<file path="src/rtl/cut_bist_ctrl_if.sv">
// Host-side handshake bundle for the CUT BIST sequencer: run control,
// run configuration and the result/status returned after a run.
interface cut_bist_ctrl_if #(
  parameter int unsigned N_IN  = 20,
  parameter int unsigned N_OUT = 19,
  parameter int unsigned CNT_W = 16
);
  logic             start;
  logic             abort;
  logic [N_IN-1:0]  seed;
  logic [CNT_W-1:0] n_patterns;
  logic [N_OUT-1:0] golden;
  logic             busy;
  logic             done;
  logic             pass;
  logic [N_OUT-1:0] signature;
  logic [CNT_W-1:0] pattern_cnt;

  // Test host side
  modport master (
    output start, abort, seed, n_patterns, golden,
    input  busy, done, pass, signature, pattern_cnt
  );

  // BIST controller side
  modport slave (
    input  start, abort, seed, n_patterns, golden,
    output busy, done, pass, signature, pattern_cnt
  );
endinterface

</file>
<file path="src/rtl/cut_bist_ctrl.sv">
// BIST sequencer for a 20-in / 19-out combinational CUT: LFSR pattern
// source, per-pattern settle delay, MISR response compaction and a final
// signature-vs-golden compare reported through a start/done handshake.
module cut_bist_ctrl #(
  parameter int unsigned N_IN       = 20,
  parameter int unsigned N_OUT      = 19,
  parameter int unsigned SETTLE_CYC = 2,
  parameter int unsigned CNT_W      = 16
) (
  input  logic             clk,
  input  logic             rst_n,
  cut_bist_ctrl_if.slave   host,
  output logic [N_IN-1:0]  cut_x,
  input  logic [N_OUT-1:0] cut_f
);

  localparam logic [2:0] S_IDLE    = 3'd0;
  localparam logic [2:0] S_SETTLE  = 3'd1;
  localparam logic [2:0] S_CAPTURE = 3'd2;
  localparam logic [2:0] S_COMPARE = 3'd3;
  localparam logic [2:0] S_DONE    = 3'd4;

  localparam logic [3:0] SETTLE_LAST = 4'(SETTLE_CYC - 1);

  logic [2:0]       state_q,  state_d;
  logic [3:0]       settle_q, settle_d;
  logic [N_IN-1:0]  lfsr_q,   lfsr_d;
  logic [N_OUT-1:0] misr_q,   misr_d;
  logic [CNT_W-1:0] cnt_q,    cnt_d;
  logic [CNT_W-1:0] n_q,      n_d;
  logic [N_OUT-1:0] golden_q, golden_d;
  logic             busy_q,   busy_d;
  logic             done_q,   done_d;
  logic             pass_q,   pass_d;

  logic [N_IN-1:0]  lfsr_next;
  logic [N_OUT-1:0] misr_next;
  logic [CNT_W-1:0] cnt_inc;
  logic             fb;

  // Next LFSR value (x^20+x^17+1) and MISR absorption of the CUT response (x^19+x^5+x^2+x+1)
  always_comb begin
    lfsr_next    = {lfsr_q[N_IN-2:0], lfsr_q[N_IN-1] ^ lfsr_q[N_IN-4]};
    fb           = misr_q[N_OUT-1];
    misr_next    = '0;
    misr_next[0] = fb ^ cut_f[0];
    for (int unsigned i = 1; i < N_OUT; i++) begin
      misr_next[i] = misr_q[i-1] ^ cut_f[i] ^ (((i == 1) || (i == 2) || (i == 5)) ? fb : 1'b0);
    end
    cnt_inc = cnt_q + 1'b1;
  end

  // Sequencer: run setup, settle/capture loop, terminal compare; abort overrides all
  always_comb begin
    state_d  = state_q;
    settle_d = settle_q;
    lfsr_d   = lfsr_q;
    misr_d   = misr_q;
    cnt_d    = cnt_q;
    n_d      = n_q;
    golden_d = golden_q;
    pass_d   = pass_q;

    case (state_q)
      S_IDLE: begin
        if (host.start && !host.abort) begin
          n_d      = host.n_patterns;
          golden_d = host.golden;
          lfsr_d   = (host.seed == '0) ? N_IN'(1) : host.seed;
          misr_d   = '0;
          cnt_d    = '0;
          pass_d   = 1'b0;
          settle_d = '0;
          state_d  = (host.n_patterns == '0) ? S_COMPARE : S_SETTLE;
        end
      end
      S_SETTLE: begin
        if (settle_q == SETTLE_LAST) begin
          settle_d = '0;
          state_d  = S_CAPTURE;
        end else begin
          settle_d = settle_q + 1'b1;
        end
      end
      S_CAPTURE: begin
        misr_d  = misr_next;
        lfsr_d  = lfsr_next;
        cnt_d   = cnt_inc;
        state_d = (cnt_inc == n_q) ? S_COMPARE : S_SETTLE;
      end
      S_COMPARE: begin
        pass_d  = (misr_q == golden_q);
        state_d = S_DONE;
      end
      S_DONE: begin
        state_d = S_IDLE;
      end
      default: begin
        state_d = S_IDLE;
      end
    endcase

    // Abort undoes any update chosen above so pattern/signature/count stay frozen
    if (host.abort && (state_q != S_IDLE)) begin
      state_d  = S_IDLE;
      settle_d = '0;
      lfsr_d   = lfsr_q;
      misr_d   = misr_q;
      cnt_d    = cnt_q;
      pass_d   = 1'b0;
    end

    busy_d = (state_d != S_IDLE);
    done_d = (state_d == S_DONE);
  end

  // State and datapath registers
  always_ff @(posedge clk or negedge rst_n) begin
    if (!rst_n) begin
      state_q  <= S_IDLE;
      settle_q <= '0;
      lfsr_q   <= '0;
      misr_q   <= '0;
      cnt_q    <= '0;
      n_q      <= '0;
      golden_q <= '0;
      busy_q   <= 1'b0;
      done_q   <= 1'b0;
      pass_q   <= 1'b0;
    end else begin
      state_q  <= state_d;
      settle_q <= settle_d;
      lfsr_q   <= lfsr_d;
      misr_q   <= misr_d;
      cnt_q    <= cnt_d;
      n_q      <= n_d;
      golden_q <= golden_d;
      busy_q   <= busy_d;
      done_q   <= done_d;
      pass_q   <= pass_d;
    end
  end

  assign cut_x            = lfsr_q;
  assign host.busy        = busy_q;
  assign host.done        = done_q;
  assign host.pass        = pass_q;
  assign host.signature   = misr_q;
  assign host.pattern_cnt = cnt_q;

endmodule

</file>
<file path="src/flat_wrapper.sv">
// flat-port wrapper written by rule: the top's interface ports become plain ports
module cut_bist_ctrl_flat 
#(
  parameter int unsigned N_IN       = 20,
  parameter int unsigned N_OUT      = 19,
  parameter int unsigned SETTLE_CYC = 2,
  parameter int unsigned CNT_W      = 16
)
  (clk, rst_n, cut_x, cut_f, host_start, host_abort, host_seed, host_n_patterns, host_golden, host_busy, host_done, host_pass, host_signature, host_pattern_cnt);
  cut_bist_ctrl_if #(.N_IN(N_IN), .N_OUT(N_OUT), .CNT_W(CNT_W)) host_i ();
  input  logic clk;
  input  logic rst_n;
  output logic [N_IN-1:0] cut_x;
  input  logic [N_OUT-1:0] cut_f;
  input wire logic [$bits(host_i.start)-1:0] host_start;
  input wire logic [$bits(host_i.abort)-1:0] host_abort;
  input wire logic [$bits(host_i.seed)-1:0] host_seed;
  input wire logic [$bits(host_i.n_patterns)-1:0] host_n_patterns;
  input wire logic [$bits(host_i.golden)-1:0] host_golden;
  output wire logic [$bits(host_i.busy)-1:0] host_busy;
  output wire logic [$bits(host_i.done)-1:0] host_done;
  output wire logic [$bits(host_i.pass)-1:0] host_pass;
  output wire logic [$bits(host_i.signature)-1:0] host_signature;
  output wire logic [$bits(host_i.pattern_cnt)-1:0] host_pattern_cnt;
  assign host_i.start = host_start;
  assign host_i.abort = host_abort;
  assign host_i.seed = host_seed;
  assign host_i.n_patterns = host_n_patterns;
  assign host_i.golden = host_golden;
  assign host_busy = host_i.busy;
  assign host_done = host_i.done;
  assign host_pass = host_i.pass;
  assign host_signature = host_i.signature;
  assign host_pattern_cnt = host_i.pattern_cnt;
  cut_bist_ctrl #(.N_IN(N_IN), .N_OUT(N_OUT), .SETTLE_CYC(SETTLE_CYC), .CNT_W(CNT_W)) u_core (.clk(clk), .rst_n(rst_n), .host(host_i), .cut_x(cut_x), .cut_f(cut_f));
endmodule
</file>
<file path="config.mk">
export PLATFORM = sky130hd
export DESIGN_NAME = cut_bist_ctrl_flat
export DESIGN_NICKNAME = d
export VERILOG_FILES = /design/src/rtl/cut_bist_ctrl_if.sv /design/src/rtl/cut_bist_ctrl.sv /design/src/flat_wrapper.sv
export SDC_FILE = /design/constraint.sdc
export NUM_CORES = 1
export LEC_CHECK = 0
export ABC_CLOCK_PERIOD_IN_PS = 2500
export BUFFER_PORTS_ARGS = -buffer_cell sky130_fd_sc_hd__clkbuf_2
export CELL_PAD_IN_SITES_DETAIL_PLACEMENT = 2
export CELL_PAD_IN_SITES_GLOBAL_PLACEMENT = 2
export CORE_UTILIZATION = 31
export DETAILED_ROUTE_END_ITERATION = 10
export PLACE_DENSITY = 0.79
export SKIP_LAST_GASP = 1
export SYNTH_ARGS = -nofsm -noshare
export SYNTH_HDL_FRONTEND = slang
export SYNTH_SLANG_ARGS = --single-unit
</file>
<file path="constraint.sdc">
create_clock -name clk -period 2.5 [get_ports clk]
set_clock_uncertainty 0.1 [all_clocks]
set_input_delay 0.375 -clock clk [delete_from_list [all_inputs] [get_ports clk]]
set_output_delay 0.375 -clock clk [all_outputs]
set_load 0.02 [all_outputs]
</file>
* Word-level counts from Yosys, hierarchy flattened
Cells that the tools add are included.
Word-level totals: logic and storage cells 80, output and inout bits 58, register bits after elaboration 100, input port bits 78
Operators by class: equality and inequality tests 9, bitwise gates (word level) 24, reductions and logical operators 15, muxes and demuxes 20, $add $sub $neg 2
Operators with widths (count):
- 20-bit 2-to-1 mux | 2
- 20-bit case mux with 2 select lines | 1
- 19-bit case mux with 2 select lines | 1
- 16-bit case mux with 2 select lines | 1
- 1-bit XOR | 23
- 20-bit logical NOT | 1
- 19-bit == test | 1
- 19-bit 2-to-1 mux | 1
- 16-bit by 1-bit adder with 16-bit output, second input constant | 1
- 16-bit == test | 1
- 16-bit logical NOT | 1
- 16-bit 2-to-1 mux | 1
- 4-bit 2-to-1 mux | 3
- 3-bit case mux with 4 select lines | 1
- 3-bit nonzero test | 4
- 3-bit 2-to-1 mux | 3
- 4-bit case mux with 2 select lines | 1
- 3-bit by 2-bit == test with 1-bit output, second input constant | 2
- 2-bit AND reduction | 3
- 4-bit by 1-bit adder with 4-bit output, second input constant | 1
- 4-bit by 1-bit == test with 1-bit output, second input constant | 1
- 2-bit 2-to-1 mux | 2
- 3-bit by 1-bit == test with 1-bit output, second input constant | 1
- 3-bit == test, second input constant | 1
- other kinds (10) | 12

* Depth between registers and ports, before layout
Gate-level depths: netlist of run 1.
depth in word-level cells 6, depth in mapped cells 8, mapped depth without buffers 8

* Least setup slack after synthesis of run 1
No wires, ideal clock.
path type reg-to-reg, start reg u_core.cnt_q[0], in the netlist u_core.host.pattern_cnt[0], end reg u_core.state_q[1], data required time 2.334 ns, arrival time 2.197 ns, period minus slack after synthesis 2.363 ns, setup slack 0.137 ns, stages on the path, launching flop included 8, cell sequence dfrtp_1 -> ha_1 -> nand4_4 -> or4_1 -> a21oi_1 -> a21oi_1 -> a2111oi_2 -> a31o_1
Between the ends: word-level cells in the longest chain between the ends 5
Ends and longest elaborated chain:
- start, declared | line cut_bist_ctrl.sv:29 | logic [CNT_W-1:0] cnt_q, cnt_d;
- start signal, assigned | line cut_bist_ctrl.sv:135 | cnt_q <= cnt_d;
- 16-bit by 1-bit adder with 16-bit output | line cut_bist_ctrl.sv:50 | cnt_inc = cnt_q + 1'b1;
- 16-bit == test | line cut_bist_ctrl.sv:89 | state_d = (cnt_inc == n_q) ? S_COMPARE : S_SETTLE;
- 2-bit 2-to-1 mux | line cut_bist_ctrl.sv:89
- 3-bit case mux with 4 select lines | line cut_bist_ctrl.sv:64 | case (state_q)
- 3-bit 2-to-1 mux | line cut_bist_ctrl.sv:104 | if (host.abort && (state_q != S_IDLE)) begin
- net u_core.state_d[1] | line cut_bist_ctrl.sv:25 | logic [2:0] state_q, state_d;
- end signal, assigned | line cut_bist_ctrl.sv:131 | state_q <= state_d;
- end, declared | line cut_bist_ctrl.sv:25
The timed path passes the listed nets, and every way through them passes these cells. A chain may end at the register's enable or synchronous reset.

* Worst setup path in the final report of run 1
start reg u_core.cnt_q[1], in the netlist u_core.host.pattern_cnt[1], end reg u_core.state_q[1]
The elaborated chain is that of the path after synthesis.

==> impl_summary.log, run 1 <==
[metrics] combined global-route utilization of all metal layers: 21.5%
[metrics] Die Wd: around 130 um
[metrics] floorplan die height: ~130 um
[metrics] P&R area growth vs syn: 25.7%
[metrics] setup slack after layout: approximately 0.13 ns
[metrics] minimum period implied by the final worst setup slack: 2.37 ns
[metrics] fraction of the mapped netlist area in compound gates: a little over an eighth
[metrics] Post-Synth XOR/XNOR Area: 10.8%
[metrics] combined area of all synthesized cells: between 5000 and 6000 sq um
[metrics] cell seen most often among critical-path stages: sky130_fd_sc_hd__a21oi_1
[metrics] ordered cell list for the critical path: ha_1 > nand4_4 > or4_1 > a21oi_1 > a21oi_1 > a2111oi_2 > a31o_1
[metrics] simple logic cell fraction of the synthesized area: roughly a fifth
[metrics] Via density: 5.17
[metrics] global-route wire length before repair: approximately 28000 um
[metrics] transition at the pin with the smallest max-transition slack: around 0.75 ns
[metrics] initial antenna violation count: 0
[metrics] largest net degree at the start of global routing: 41
[metrics] number of buffers between clock root and the deepest sink: 2
[metrics] critical path required time: ~2.7 ns
[metrics] critical hold path startpoint: host_golden[8]
[metrics] number of synthesized flops with an enable pin: 0
[metrics] pre-CTS worst setup slack: 0.202 ns
[metrics] vias in the first global route: between 5k and 6k
[metrics] DRT Pass-1 Iters: 5
[metrics] ys flop type: sky130_fd_sc_hd__dfrtp_1
[metrics] Post-Route WL: between 15000 and 20000 um
[metrics] I/O pin count: 136
[metrics] result of the run: finished clean
[metrics] setup TNS: 0 ns
[metrics] library cell used as clock root buffer: sky130_fd_sc_hd__clkbuf_16
[metrics] cell type with the largest total area after synthesis: sky130_fd_sc_hd__dfrtp_1
[metrics] # clock sinks: 100
[metrics] Row Count: 46
[metrics] clock edge transition at the registers on the reported setup and hold paths: roughly 0.07 ns
[metrics] area share of the largest cell type after synthesis: about half
[metrics] TritonCTS clock tree: built
[metrics] number of I/O port buffers: roughly 140
[metrics] Mapped Cells: between 500 and 600
[metrics] worst path arrival time: between 2 and 3 ns
[metrics] Final HPWL DP: about 13000 um
[metrics] Power Dens Cells: about 740 nW/um^2
[metrics] Slew Limit Fails: 0
[metrics] adder-cell area share of the yosys netlist: less than 1%
[metrics] total number of vias: roughly 4.8k
[metrics] count of endpoints failing setup in the final report: 0
[metrics] number of endpoints with negative hold slack in the final report: 0
[metrics] number of warning messages in the yosys log: 0
[metrics] residual antenna-violating net count after detailed routing: 0
[metrics] smallest hold slack: approximately 0.11 ns
[metrics] Worst VDD drop: about 0.35 mV
[metrics] number of buffers created by CTS: 9
[metrics] unrepaired setup endpoints after global routing: false
[metrics] Pleak: between 3 and 4 nW
[metrics] residual DRC count: 0
[metrics] Final nets: 780
[metrics] routed len/inst: 19.0 um
[metrics] final RePlAce weighted congestion: ~0.85
[metrics] biggest cell delay along the critical path: around 0.54 ns
[metrics] Synth Register Bits: 100
[metrics] worst slew margin relative to its limit: between 40% and 50%
[metrics] Setup crit start kind: flip-flop
[metrics] highest clock rate: roughly 420 MHz
[metrics] CP endpoint kind: flip-flop
[metrics] final worst-path cycle share: 94.9%
[metrics] sequential cell area fraction in the yosys report: between 40% and 50%
[metrics] number of setup buffers added after CTS: 0
[metrics] launch point of the worst reg-to-reg path: u_core.host.pattern_cnt[1]
[metrics] Critical-path top delay cell: sky130_fd_sc_hd__or4_1
[metrics] total congestion overflow after global routing: 0
[metrics] path type of the worst min-delay path: primary input to flip-flop
[metrics] number of H-tree levels: 3
[metrics] mean area per synthesized cell: 9.13 sq um
[metrics] async set or reset register ratio after synthesis: between 90% and 100%
[metrics] drt initial violations: 320
[metrics] clock insertion delay at the later pin of the skew report: ~0.36 ns
[metrics] number of fillers in the final layout: about 1.9k
[metrics] worst setup path category: flip-flop to flip-flop
[metrics] total inserted antenna cells: 0
[metrics] layout cell share with drive strength beyond 1: between 20 and 30%
[metrics] initial standard-cell utilization of the core: 32.0%
[metrics] critical path startpoint: u_core.host.pattern_cnt[1]
[metrics] multiplexer share of the synthesized area: 1.37%
[metrics] placeable core region: between 15000 and 20000 sq um
[metrics] most common library cell in the layout ignoring fill and taps: sky130_fd_sc_hd__nand2_1
[metrics] number of maximum-capacitance violations: 0
[metrics] setup slack on the worst flop-to-flop path: 0.13 ns
[metrics] number of distinct library cell variants in the gate-level netlist after synthesis: about 50
[metrics] commonest cells after routing, fill and taps aside: sky130_fd_sc_hd__nand2_1, sky130_fd_sc_hd__clkbuf_2, sky130_fd_sc_hd__dfrtp_1, sky130_fd_sc_hd__o21ai_0, sky130_fd_sc_hd__xnor2_1
[metrics] Die ar.: around 17000 sq um
[metrics] peak fanout along the critical path: 7
[metrics] largest family of logic cells by synthesized area: simple AND/OR/NAND/NOR gates
[metrics] syn nets: ~640
[metrics] synth top area cells: sky130_fd_sc_hd__dfrtp_1, sky130_fd_sc_hd__nand2_1, sky130_fd_sc_hd__xnor2_1, sky130_fd_sc_hd__o21ai_0, sky130_fd_sc_hd__xor2_1
==> layout make-up <==
class | instances | area, sq um | share of cell area, %
Clock buffer | 9 | 225 | 3.50
Clock inverter | 6 | 80.1 | 1.24
Inverter | 15 | 56.3 | 0.875
Multi-Input combinational cell | 418 | 2450 | 38.0
Sequential cell | 100 | 2500 | 38.9
Tap cell | 216 | 270 | 4.20
Timing Repair Buffer | 155 | 856 | 13.3
==> per-layer routing <==
layer	vias to the layer above	track usage (%)	wire length [um]
li1	2209	-	-
met1	2389	27.0	7820
met2	139	37.4	8630
met3	18	3.09	764
met4	0	7.91	289
met5	-	0	0
==> cells in the mapped netlist (3+ instances only) <==
library cell,instances
sky130_fd_sc_hd__clkbuf_1,24
sky130_fd_sc_hd__nand4_1,6
sky130_fd_sc_hd__and2_1,3
sky130_fd_sc_hd__xnor2_1,37
sky130_fd_sc_hd__nor2_1,21
sky130_fd_sc_hd__nand3_1,10
sky130_fd_sc_hd__ha_1,3
sky130_fd_sc_hd__dfrtp_1,100
sky130_fd_sc_hd__and3_1,5
sky130_fd_sc_hd__o31ai_1,9
sky130_fd_sc_hd__a222oi_1,11
sky130_fd_sc_hd__mux2i_1,7
sky130_fd_sc_hd__xor2_1,26
sky130_fd_sc_hd__and4_2,3
sky130_fd_sc_hd__nand2_1,155
sky130_fd_sc_hd__o21ai_0,58
sky130_fd_sc_hd__nor3b_1,3
sky130_fd_sc_hd__a22oi_1,3
sky130_fd_sc_hd__nor4_1,16
sky130_fd_sc_hd__inv_1,15
sky130_fd_sc_hd__a31oi_1,5
sky130_fd_sc_hd__a21oi_1,7
==> power by group <==
group	internal (W)	leakage [nW]	switching [W]
Combinational	0.000433	1.76	0.000639
Sequential	0.00187	1.31	0.000272
Clock	0.000866	0.155	0.000654
==> critical path, delay by kind of cell, from the launching register on <==
kind            cells  cell delay (ns)
compound gates      4             0.84
simple gates        2             0.72
flops               1             0.36
fa+ha+maj           1             0.30
==> through the flow <==
step / util [%] / area (sq um) / power (W) / std cells
after floorplan: - / 5120 / 0.00275 / 561
final: 40.2 / 6440 / 0.00473 / 919
after global placement: 38.3 / 6120 / 0.00318 / 903
after global routing: 40.2 / 6440 / 0.00496 / 919
after CTS: 40.2 / 6440 / 0.00478 / 919
after detailed placement: 38.3 / 6120 / 0.00325 / 903
==> registers in the layout, summed over array words and instances, names as in the netlist <==
| name | count |
|---|---|
| u_core.cut_x | 20 |
| u_core.n_q | 16 |
| u_core.state_q | 3 |
| u_core.host.signature | 19 |
| u_core.settle_q | 4 |
| u_core.host.pass | 1 |
| u_core.host.busy | 1 |
| u_core.host.done | 1 |
| u_core.golden_q | 19 |
| u_core.host.pattern_cnt | 16 |
==> cells by family after synthesis <==
kind of cell | after synthesis
simple gates | 238
compound gates | 107
flops | 100
xor+xnor | 63
buf+inv | 43
mux | 7
fa+ha+maj | 3
==> worst paths after layout <==
path | endpoint | depth (start not counted)
worst max-delay path | u_core.state_q[1] | 7
worst min-delay path | u_core.golden_q[8] | 3
max in group asynchronous | u_core.host.signature[15] | 3
worst max register to register | u_core.state_q[1] | 7
worst min register to register | u_core.settle_q[3] | 1
min in group asynchronous | u_core.host.pattern_cnt[4] | 2
==> repair_timing <==
item	in CTS	in global routing
resized for setup	0	0
hold buffers	1	0
setup endpoints to repair	0	0
endpoints found under the hold margin	38	0
No activity file was read; power rests on OpenSTA's default activity.
==> run 2, diff against run 1 <==
Settings changed: MAX_ROUTING_LAYER set to met4.
==> run 2 against run 1 <==
Against the previous run:
- routed wire length up 3.5%
- non-clock buffer count unchanged
- combinational power about the same
- flip-flop and latch count unchanged
- maximum frequency up 3.5%
==> impl_summary.log, run 2 (synthesized netlist as in run 1, its figures left out) <==
[metrics] most common library cell in the layout ignoring fill and taps: sky130_fd_sc_hd__nand2_1 (unchanged)
[metrics] Via density: 5.19 (was 5.17)
[metrics] cell seen most often among critical-path stages: sky130_fd_sc_hd__a21oi_1 (unchanged)
[metrics] Pleak: 3.20 nW (was 3.22 nW)
[metrics] unrepaired setup endpoints after global routing: false (unchanged)
[metrics] result of the run: finished clean (unchanged)
[metrics] total inserted antenna cells: 0 (unchanged)
[metrics] final RePlAce weighted congestion: 0.871 (was 0.846)
[metrics] relative contribution of the clock network to total power: 30.6% (was 32.1%)
[metrics] Setup crit start kind: flip-flop (unchanged)
[metrics] share of total power consumed by net switching: 35.1% (was 33.1%)
[metrics] commonest cells after routing, fill and taps aside: sky130_fd_sc_hd__nand2_1, sky130_fd_sc_hd__clkbuf_2, sky130_fd_sc_hd__dfrtp_1, sky130_fd_sc_hd__o21ai_0, sky130_fd_sc_hd__xnor2_1 (unchanged)
[metrics] floorplan die height: 131 um (unchanged)
[metrics] number of maximum-capacitance violations: 0 (unchanged)
[metrics] number of H-tree levels: 3 (unchanged)
[metrics] setup slack on the worst flop-to-flop path: 0.21 ns (was 0.13 ns)
[metrics] Worst VDD drop: 0.346 mV (was 0.347 mV)
[metrics] Internal Pwr Total: 0.00302 W (was 0.00317 W)
[metrics] critical path startpoint: u_core.host.pattern_cnt[0] (was u_core.host.pattern_cnt[1])
[metrics] area of placed instances: 6110 sq um (was 6120 sq um)
[metrics] library cell used as clock root buffer: sky130_fd_sc_hd__clkbuf_16 (unchanged)
[metrics] biggest cell delay along the critical path: 0.53 ns (was 0.54 ns)
[metrics] number of setup buffers added after CTS: 0 (unchanged)
[metrics] routed len/inst: 19.7 um (was 19.0 um)
[metrics] CTS resizes: 0 (unchanged)
[metrics] P&R area growth vs syn: 25.3% (was 25.7%)
[metrics] final worst-path cycle share: 91.7% (was 94.9%)
[metrics] total number of vias: 4775 (was 4755)
[metrics] clock edge transition at the registers on the reported setup and hold paths: 0.08 ns (was 0.07 ns)
[metrics] initial antenna violation count: 0 (unchanged)
[metrics] total congestion overflow after global routing: 0 (unchanged)
[metrics] worst setup path category: flip-flop to flip-flop (unchanged)
[metrics] number of flip-flops in the largest register: 20 (unchanged)
[metrics] Die Wd: 131 um (unchanged)
[metrics] highest clock rate: 436 MHz (was 421 MHz)
[metrics] launch point of the worst reg-to-reg path: u_core.host.pattern_cnt[0] (was u_core.host.pattern_cnt[1])
[metrics] Critical-path top delay cell: sky130_fd_sc_hd__or4_1 (unchanged)
[metrics] hold-fix buffer count after cts: 1 (unchanged)
[metrics] # clock sinks: 100 (unchanged)
[metrics] transition at the pin with the smallest max-transition slack: 0.749 ns (about the same)
[metrics] number of I/O port buffers: 135 (unchanged)
[metrics] Reg power frac: 46.1% (was 45.2%)
[metrics] TritonCTS clock tree: built (unchanged)
[metrics] global-route wire length before repair: 28500 um (was 27800 um)
[metrics] worst path arrival time: 2.49 ns (was 2.57 ns)
[metrics] Row Count: 46 (unchanged)
[metrics] largest net degree at the start of global routing: 52 (was 41)
[metrics] ordered cell list for the critical path: ha_1 > nand4_4 > or4_1 > a21oi_1 > a21oi_1 > a2111oi_2 > a31o_1 (unchanged)
[metrics] Post-Route WL: 18100 um (was 17500 um)
[metrics] Slew Limit Fails: 0 (unchanged)
[metrics] relative contribution of combinational cells to total power: 23.3% (was 22.7%)
[metrics] residual DRC count: 0 (unchanged)
[metrics] drt initial violations: 236 (was 320)
[metrics] Die ar.: 17000 sq um (unchanged)
[metrics] placeable core region: 16000 sq um (unchanged)
[metrics] number of endpoints with negative hold slack in the final report: 0 (unchanged)
[metrics] critical path required time: 2.69 ns (was 2.70 ns)
[metrics] DRT Pass-1 Iters: 5 (unchanged)
[metrics] count of non-filler cells in the finished layout: 920 (was 919)
[metrics] vias in the first global route: 5280 (was 5259)
[metrics] initial standard-cell utilization of the core: 32.0% (unchanged)
[metrics] minimum period implied by the final worst setup slack: 2.29 ns (was 2.37 ns)
[metrics] Final HPWL DP: 13500 um (was 13100 um)
[metrics] residual antenna-violating net count after detailed routing: 0 (unchanged)
[metrics] clock insertion delay at the later pin of the skew report: 0.36 ns (about the same)
[metrics] reported net switching power: 0.00163 W (was 0.00157 W)
[metrics] setup slack after layout: 0.207 ns (was 0.127 ns)
[metrics] CP endpoint kind: flip-flop (unchanged)
[metrics] Final nets: 780 (unchanged)
[metrics] count of endpoints failing setup in the final report: 0 (unchanged)
[metrics] combined global-route utilization of all metal layers: 23.0% (was 21.5%)
[metrics] worst slew margin relative to its limit: 49.9% (was 49.8%)
[metrics] placed instance count: 903 (unchanged)
[metrics] Layout Cell Area excl Fill: 6410 sq um (was 6440 sq um)
[metrics] peak fanout along the critical path: 7 (unchanged)
[metrics] layout cell share with drive strength beyond 1: 25.7% (was 25.6%)
[metrics] setup TNS: 0 ns (unchanged)
[metrics] critical hold path startpoint: host_golden[13] (was host_golden[8])
[metrics] number of buffers created by CTS: 9 (unchanged)
[metrics] pre-CTS worst setup slack: 0.203 ns (was 0.202 ns)
[metrics] Power Dens Cells: 726 nW/um^2 (was 735 nW/um^2)
[metrics] number of buffers between clock root and the deepest sink: 2 (unchanged)
[metrics] I/O pin count: 136 (unchanged)
[metrics] path type of the worst min-delay path: primary input to flip-flop (unchanged)
[run 2: final timing paths]
kind                       depth (start not counted)                  end
setup / recovery                                   7    u_core.state_q[1]
hold / removal                                     3  u_core.golden_q[13]
setup reg to reg                                   7    u_core.state_q[1]
hold reg to reg                                    1   u_core.settle_q[3]
max in group asynchronous                          3     u_core.cut_x[16]
min in group asynchronous                          2      u_core.cut_x[4]
[run 2: metrics by stage]
stage	utilization, %	hold slack [ns]	power (W)
floorplan	-	-0.0206	0.00275
global placement	38.2	0.251	0.00318
detailed placement	38.2	0.273	0.00326
CTS	40.1	0.107	0.00472
global route	40.1	0.119	0.00490
finish	40.1	0.112	0.00466
[run 2: routing by layer]
metal	vias up	GRT usage, %	share of wire, %
li1	2207	-	-
met1	2410	27.2	43
met2	133	40.5	51
met3	25	3.22	4.2
met4	0	7.03	1.6
met5	-	-	0
[run 2: cell type report]
class / instances / area (sq um)
clock buffer: 10 / 239
clock inverter: 6 / 57.6
fill: 1866 / 9590
inverter: 15 / 56.3
multi-input combinational: 418 / 2450
sequential: 100 / 2500
tap: 216 / 270
timing repair buffer: 155 / 843
[run 2: critical path, delay by kind of cell (launching register included)]
kind,cells,cell delay [ns]
adders and majority gates,1,0.29
DFF,1,0.36
and+or+nand+nor,2,0.71
AOI/OAI and AO/OA,4,0.77
[run 2: power groups by stage]
stage | sequential, W | combinational [W] | clock (W)
after floorplan | 0.00222 | 0.000526 | 0
after global placement | 0.00215 | 0.00103 | 0
after detailed placement | 0.00218 | 0.00108 | 0
after CTS | 0.00215 | 0.00111 | 0.00146
after global routing | 0.00218 | 0.00120 | 0.00152
final | 0.00215 | 0.00109 | 0.00143
==> run 3, diff against run 2 <==
Settings changed: CELL_PAD_IN_SITES_DETAIL_PLACEMENT 2 to not set, CELL_PAD_IN_SITES_GLOBAL_PLACEMENT 2 to not set, CORE_UTILIZATION 31 to 38, MAX_ROUTING_LAYER met4 to not set, PLACE_DENSITY 0.79 to 0.61.
==> run 3 against run 2 <==
Against the previous run:
- cell area down 0.94%
- cell count down 4.6%
- combinational power down 6%
- routed wire length down 22%
- clock-buffer cell count up 1
- hold slack about the same
- core utilization up 8.1 points
- sequential share of layout area up 0.37 points
- first-iteration DRC count up 12%
- critical path type unchanged
- global-route usage down 1.9 points
==> impl_summary.log, run 3 (synthesized netlist as in run 1, its figures left out) <==
[metrics] Internal Pwr Total: 0.00311 W (was 0.00302 W)
[metrics] relative contribution of combinational cells to total power: 22.4% (was 23.3%)
[metrics] critical path required time: 2.69 ns (about the same)
[metrics] Die ar.: 13900 sq um (was 17000 sq um)
[metrics] Final nets: 778 (was 780)
[metrics] global-route wire length before repair: 23200 um (was 28500 um)
[metrics] Slew Limit Fails: 0 (unchanged)
[metrics] setup slack on the worst flop-to-flop path: 0.16 ns (was 0.21 ns)
[metrics] residual antenna-violating net count after detailed routing: 0 (unchanged)
[metrics] number of fillers in the final layout: 1283 (was 1866)
[metrics] launch point of the worst reg-to-reg path: u_core.host.pattern_cnt[1] (was u_core.host.pattern_cnt[0])
[metrics] Pleak: 3.19 nW (was 3.20 nW)
[metrics] result of the run: finished clean (unchanged)
[metrics] vias in the first global route: 4497 (was 5280)
[metrics] highest clock rate: 428 MHz (was 436 MHz)
[metrics] Reg power frac: 46.1% (about the same)
[metrics] count of non-filler cells in the finished layout: 878 (was 920)
[metrics] minimum period implied by the final worst setup slack: 2.34 ns (was 2.29 ns)
[metrics] share of total power consumed by net switching: 32.2% (was 35.1%)
[metrics] routed len/inst: 16.1 um (was 19.7 um)
[metrics] total number of vias: 4577 (was 4775)
[metrics] initial antenna violation count: 0 (unchanged)
[metrics] placeable core region: 13200 sq um (was 16000 sq um)
[metrics] Die Wd: 118 um (was 131 um)
[metrics] smallest hold slack: 0.112 ns (about the same)
[metrics] floorplan die height: 118 um (was 131 um)
[metrics] peak fanout along the critical path: 6 (was 7)
[metrics] Final HPWL DP: 10400 um (was 13500 um)
[metrics] most common library cell in the layout ignoring fill and taps: sky130_fd_sc_hd__nand2_1 (unchanged)
[metrics] reported net switching power: 0.00147 W (was 0.00163 W)
[metrics] number of instances on the worst hold path: 3 (unchanged)
[metrics] worst slew margin relative to its limit: 26.5% (was 49.9%)
[metrics] I/O pin count: 136 (unchanged)
[metrics] total inserted antenna cells: 0 (unchanged)
[metrics] clock edge transition at the registers on the reported setup and hold paths: 0.07 ns (was 0.08 ns)
[metrics] number of H-tree levels: 3 (unchanged)
[metrics] layout cell share with drive strength beyond 1: 25.4% (was 25.7%)
[metrics] relative contribution of the clock network to total power: 31.4% (was 30.6%)
[metrics] combined global-route utilization of all metal layers: 21.1% (was 23.0%)
[metrics] initial standard-cell utilization of the core: 38.8% (was 32.0%)
[metrics] Reg2Reg Capture Point: u_core.state_q[1] (unchanged)
[metrics] placed instance count: 861 (was 903)
[metrics] number of buffers between clock root and the deepest sink: 2 (unchanged)
[metrics] number of flip-flops in the largest register: 20 (unchanged)
[metrics] Power Dens Cells: 721 nW/um^2 (was 726 nW/um^2)
[metrics] CP endpoint kind: flip-flop (unchanged)
[metrics] number of setup buffers added after CTS: 0 (unchanged)
[metrics] total congestion overflow after global routing: 0 (unchanged)
[metrics] number of buffers created by CTS: 9 (unchanged)
[metrics] unrepaired setup endpoints after global routing: true (was false)
[metrics] residual DRC count: 0 (unchanged)
[metrics] Row Count: 42 (was 46)
[metrics] worst path arrival time: 2.53 ns (was 2.49 ns)
[metrics] number of I/O port buffers: 135 (unchanged)
[metrics] commonest cells after routing, fill and taps aside: sky130_fd_sc_hd__nand2_1, sky130_fd_sc_hd__clkbuf_2, sky130_fd_sc_hd__dfrtp_1, sky130_fd_sc_hd__o21ai_0, sky130_fd_sc_hd__xnor2_1 (unchanged)
[metrics] transition at the pin with the smallest max-transition slack: 1.10 ns (was 0.749 ns)
[metrics] Setup crit start kind: flip-flop (unchanged)
[metrics] TritonCTS clock tree: built (unchanged)
[metrics] count of endpoints failing setup in the final report: 0 (unchanged)
[metrics] clock insertion delay at the later pin of the skew report: 0.35 ns (was 0.36 ns)
[metrics] largest net degree at the start of global routing: 51 (was 52)
[metrics] library cell used as clock root buffer: sky130_fd_sc_hd__clkbuf_16 (unchanged)
[metrics] # clock sinks: 100 (unchanged)
[metrics] critical hold path startpoint: host_golden[16] (was host_golden[13])
[metrics] Worst VDD drop: 0.306 mV (was 0.346 mV)
[metrics] multi-input combinational cell area: 2450 sq um (unchanged)
[metrics] DRT Pass-1 Iters: 5 (unchanged)
[metrics] Post-Route WL: 14200 um (was 18100 um)
[metrics] final worst-path cycle share: 93.5% (was 91.7%)
[metrics] cell count of the worst reg-to-reg path: 8 (was 7)
[metrics] Via density: 5.21 (was 5.19)
[metrics] number of endpoints with negative hold slack in the final report: 0 (unchanged)
[metrics] drt initial violations: 265 (was 236)
[metrics] worst setup path category: flip-flop to flip-flop (unchanged)
[metrics] path type of the worst min-delay path: primary input to flip-flop (unchanged)
[metrics] Endpoint, Worst Hold: u_core.golden_q[16] (was u_core.golden_q[13])
[metrics] number of maximum-capacitance violations: 0 (unchanged)
[metrics] P&R area growth vs syn: 24.1% (was 25.3%)
[metrics] final RePlAce weighted congestion: 0.844 (was 0.871)
[metrics] area of all sequential standard cells: 2500 sq um (unchanged)
run 3: routing by layer:
metal	global-route usage (%)	up-vias	wire [um]	share of wire (%)
met3	4.70	14	771	5.4
met2	33.2	139	6590	47
met4	5.61	0	185	1.3
met5	0	-	0	0
met1	29.2	2221	6620	47
li1	-	2203	-	-
run 3: timing repair:
item                                    CTS  global route
hold endpoints to repair                 30             0
endpoints found under the setup margin    0            13
hold buffers                              1             0
resized for setup                         0             0
run 3: final cells by class:
cell class | instances | share of cell area (%)
Sequential cell | 100 | 39.4
Inverter | 15 | 0.886
Tap cell | 176 | 3.47
Clock inverter | 5 | 0.925
Timing Repair Buffer | 153 | 13.0
Clock buffer | 11 | 3.82
Multi-Input combinational cell | 418 | 38.5
run 3: metrics by stage:
step	power [W]	setup TNS (ns)	cell area, sq um	util [%]	worst slack (ns)
2_1_floorplan	0.00275	0	5120	-	0.137
6_report	0.00458	0	6350	48.2	0.161
5_1_grt	0.00485	-0.135	6350	48.2	-0.0514
3_5_place_dp	0.00318	0	6040	45.8	0.104
3_3_place_gp	0.00315	0	6040	45.8	0.205
4_1_cts	0.00463	0	6350	48.2	0.155
run 3: worst max path at each step:
stage,from,endpoint,slack (ns),cells past startpoint
floorplan,u_core.host.pattern_cnt[0],u_core.state_q[1],0.14,7
global placement,host_abort,u_core.host.signature[18],0.21,7
detailed placement,host_abort,u_core.host.signature[14],0.10,7
CTS,u_core.state_q[2],u_core.host.signature[14],0.15,6
global route,u_core.state_q[2],u_core.host.signature[16],-0.05,6
finish,u_core.host.pattern_cnt[1],u_core.state_q[1],0.16,8
run 3: power by group through the flow:
stage	Combinational, W	Sequential [W]	Clock [W]
after global placement	0.00102	0.00213	0
after floorplan	0.000526	0.00222	0
after detailed placement	0.00104	0.00214	0
after global routing	0.00115	0.00215	0.00155
after CTS	0.00104	0.00211	0.00147
final	0.00103	0.00211	0.00144
run 3: critical path, stage by stage (launching register included):
cell and delay (ns):
sky130_fd_sc_hd__dfrtp_1 0.42, sky130_fd_sc_hd__ha_1 0.34, sky130_fd_sc_hd__nand4_4 0.13, sky130_fd_sc_hd__buf_4 0.18, sky130_fd_sc_hd__nor2_1 0.31, sky130_fd_sc_hd__xnor2_1 0.16
sky130_fd_sc_hd__o221ai_1 0.14, sky130_fd_sc_hd__a2111oi_2 0.31, sky130_fd_sc_hd__a31o_1 0.19
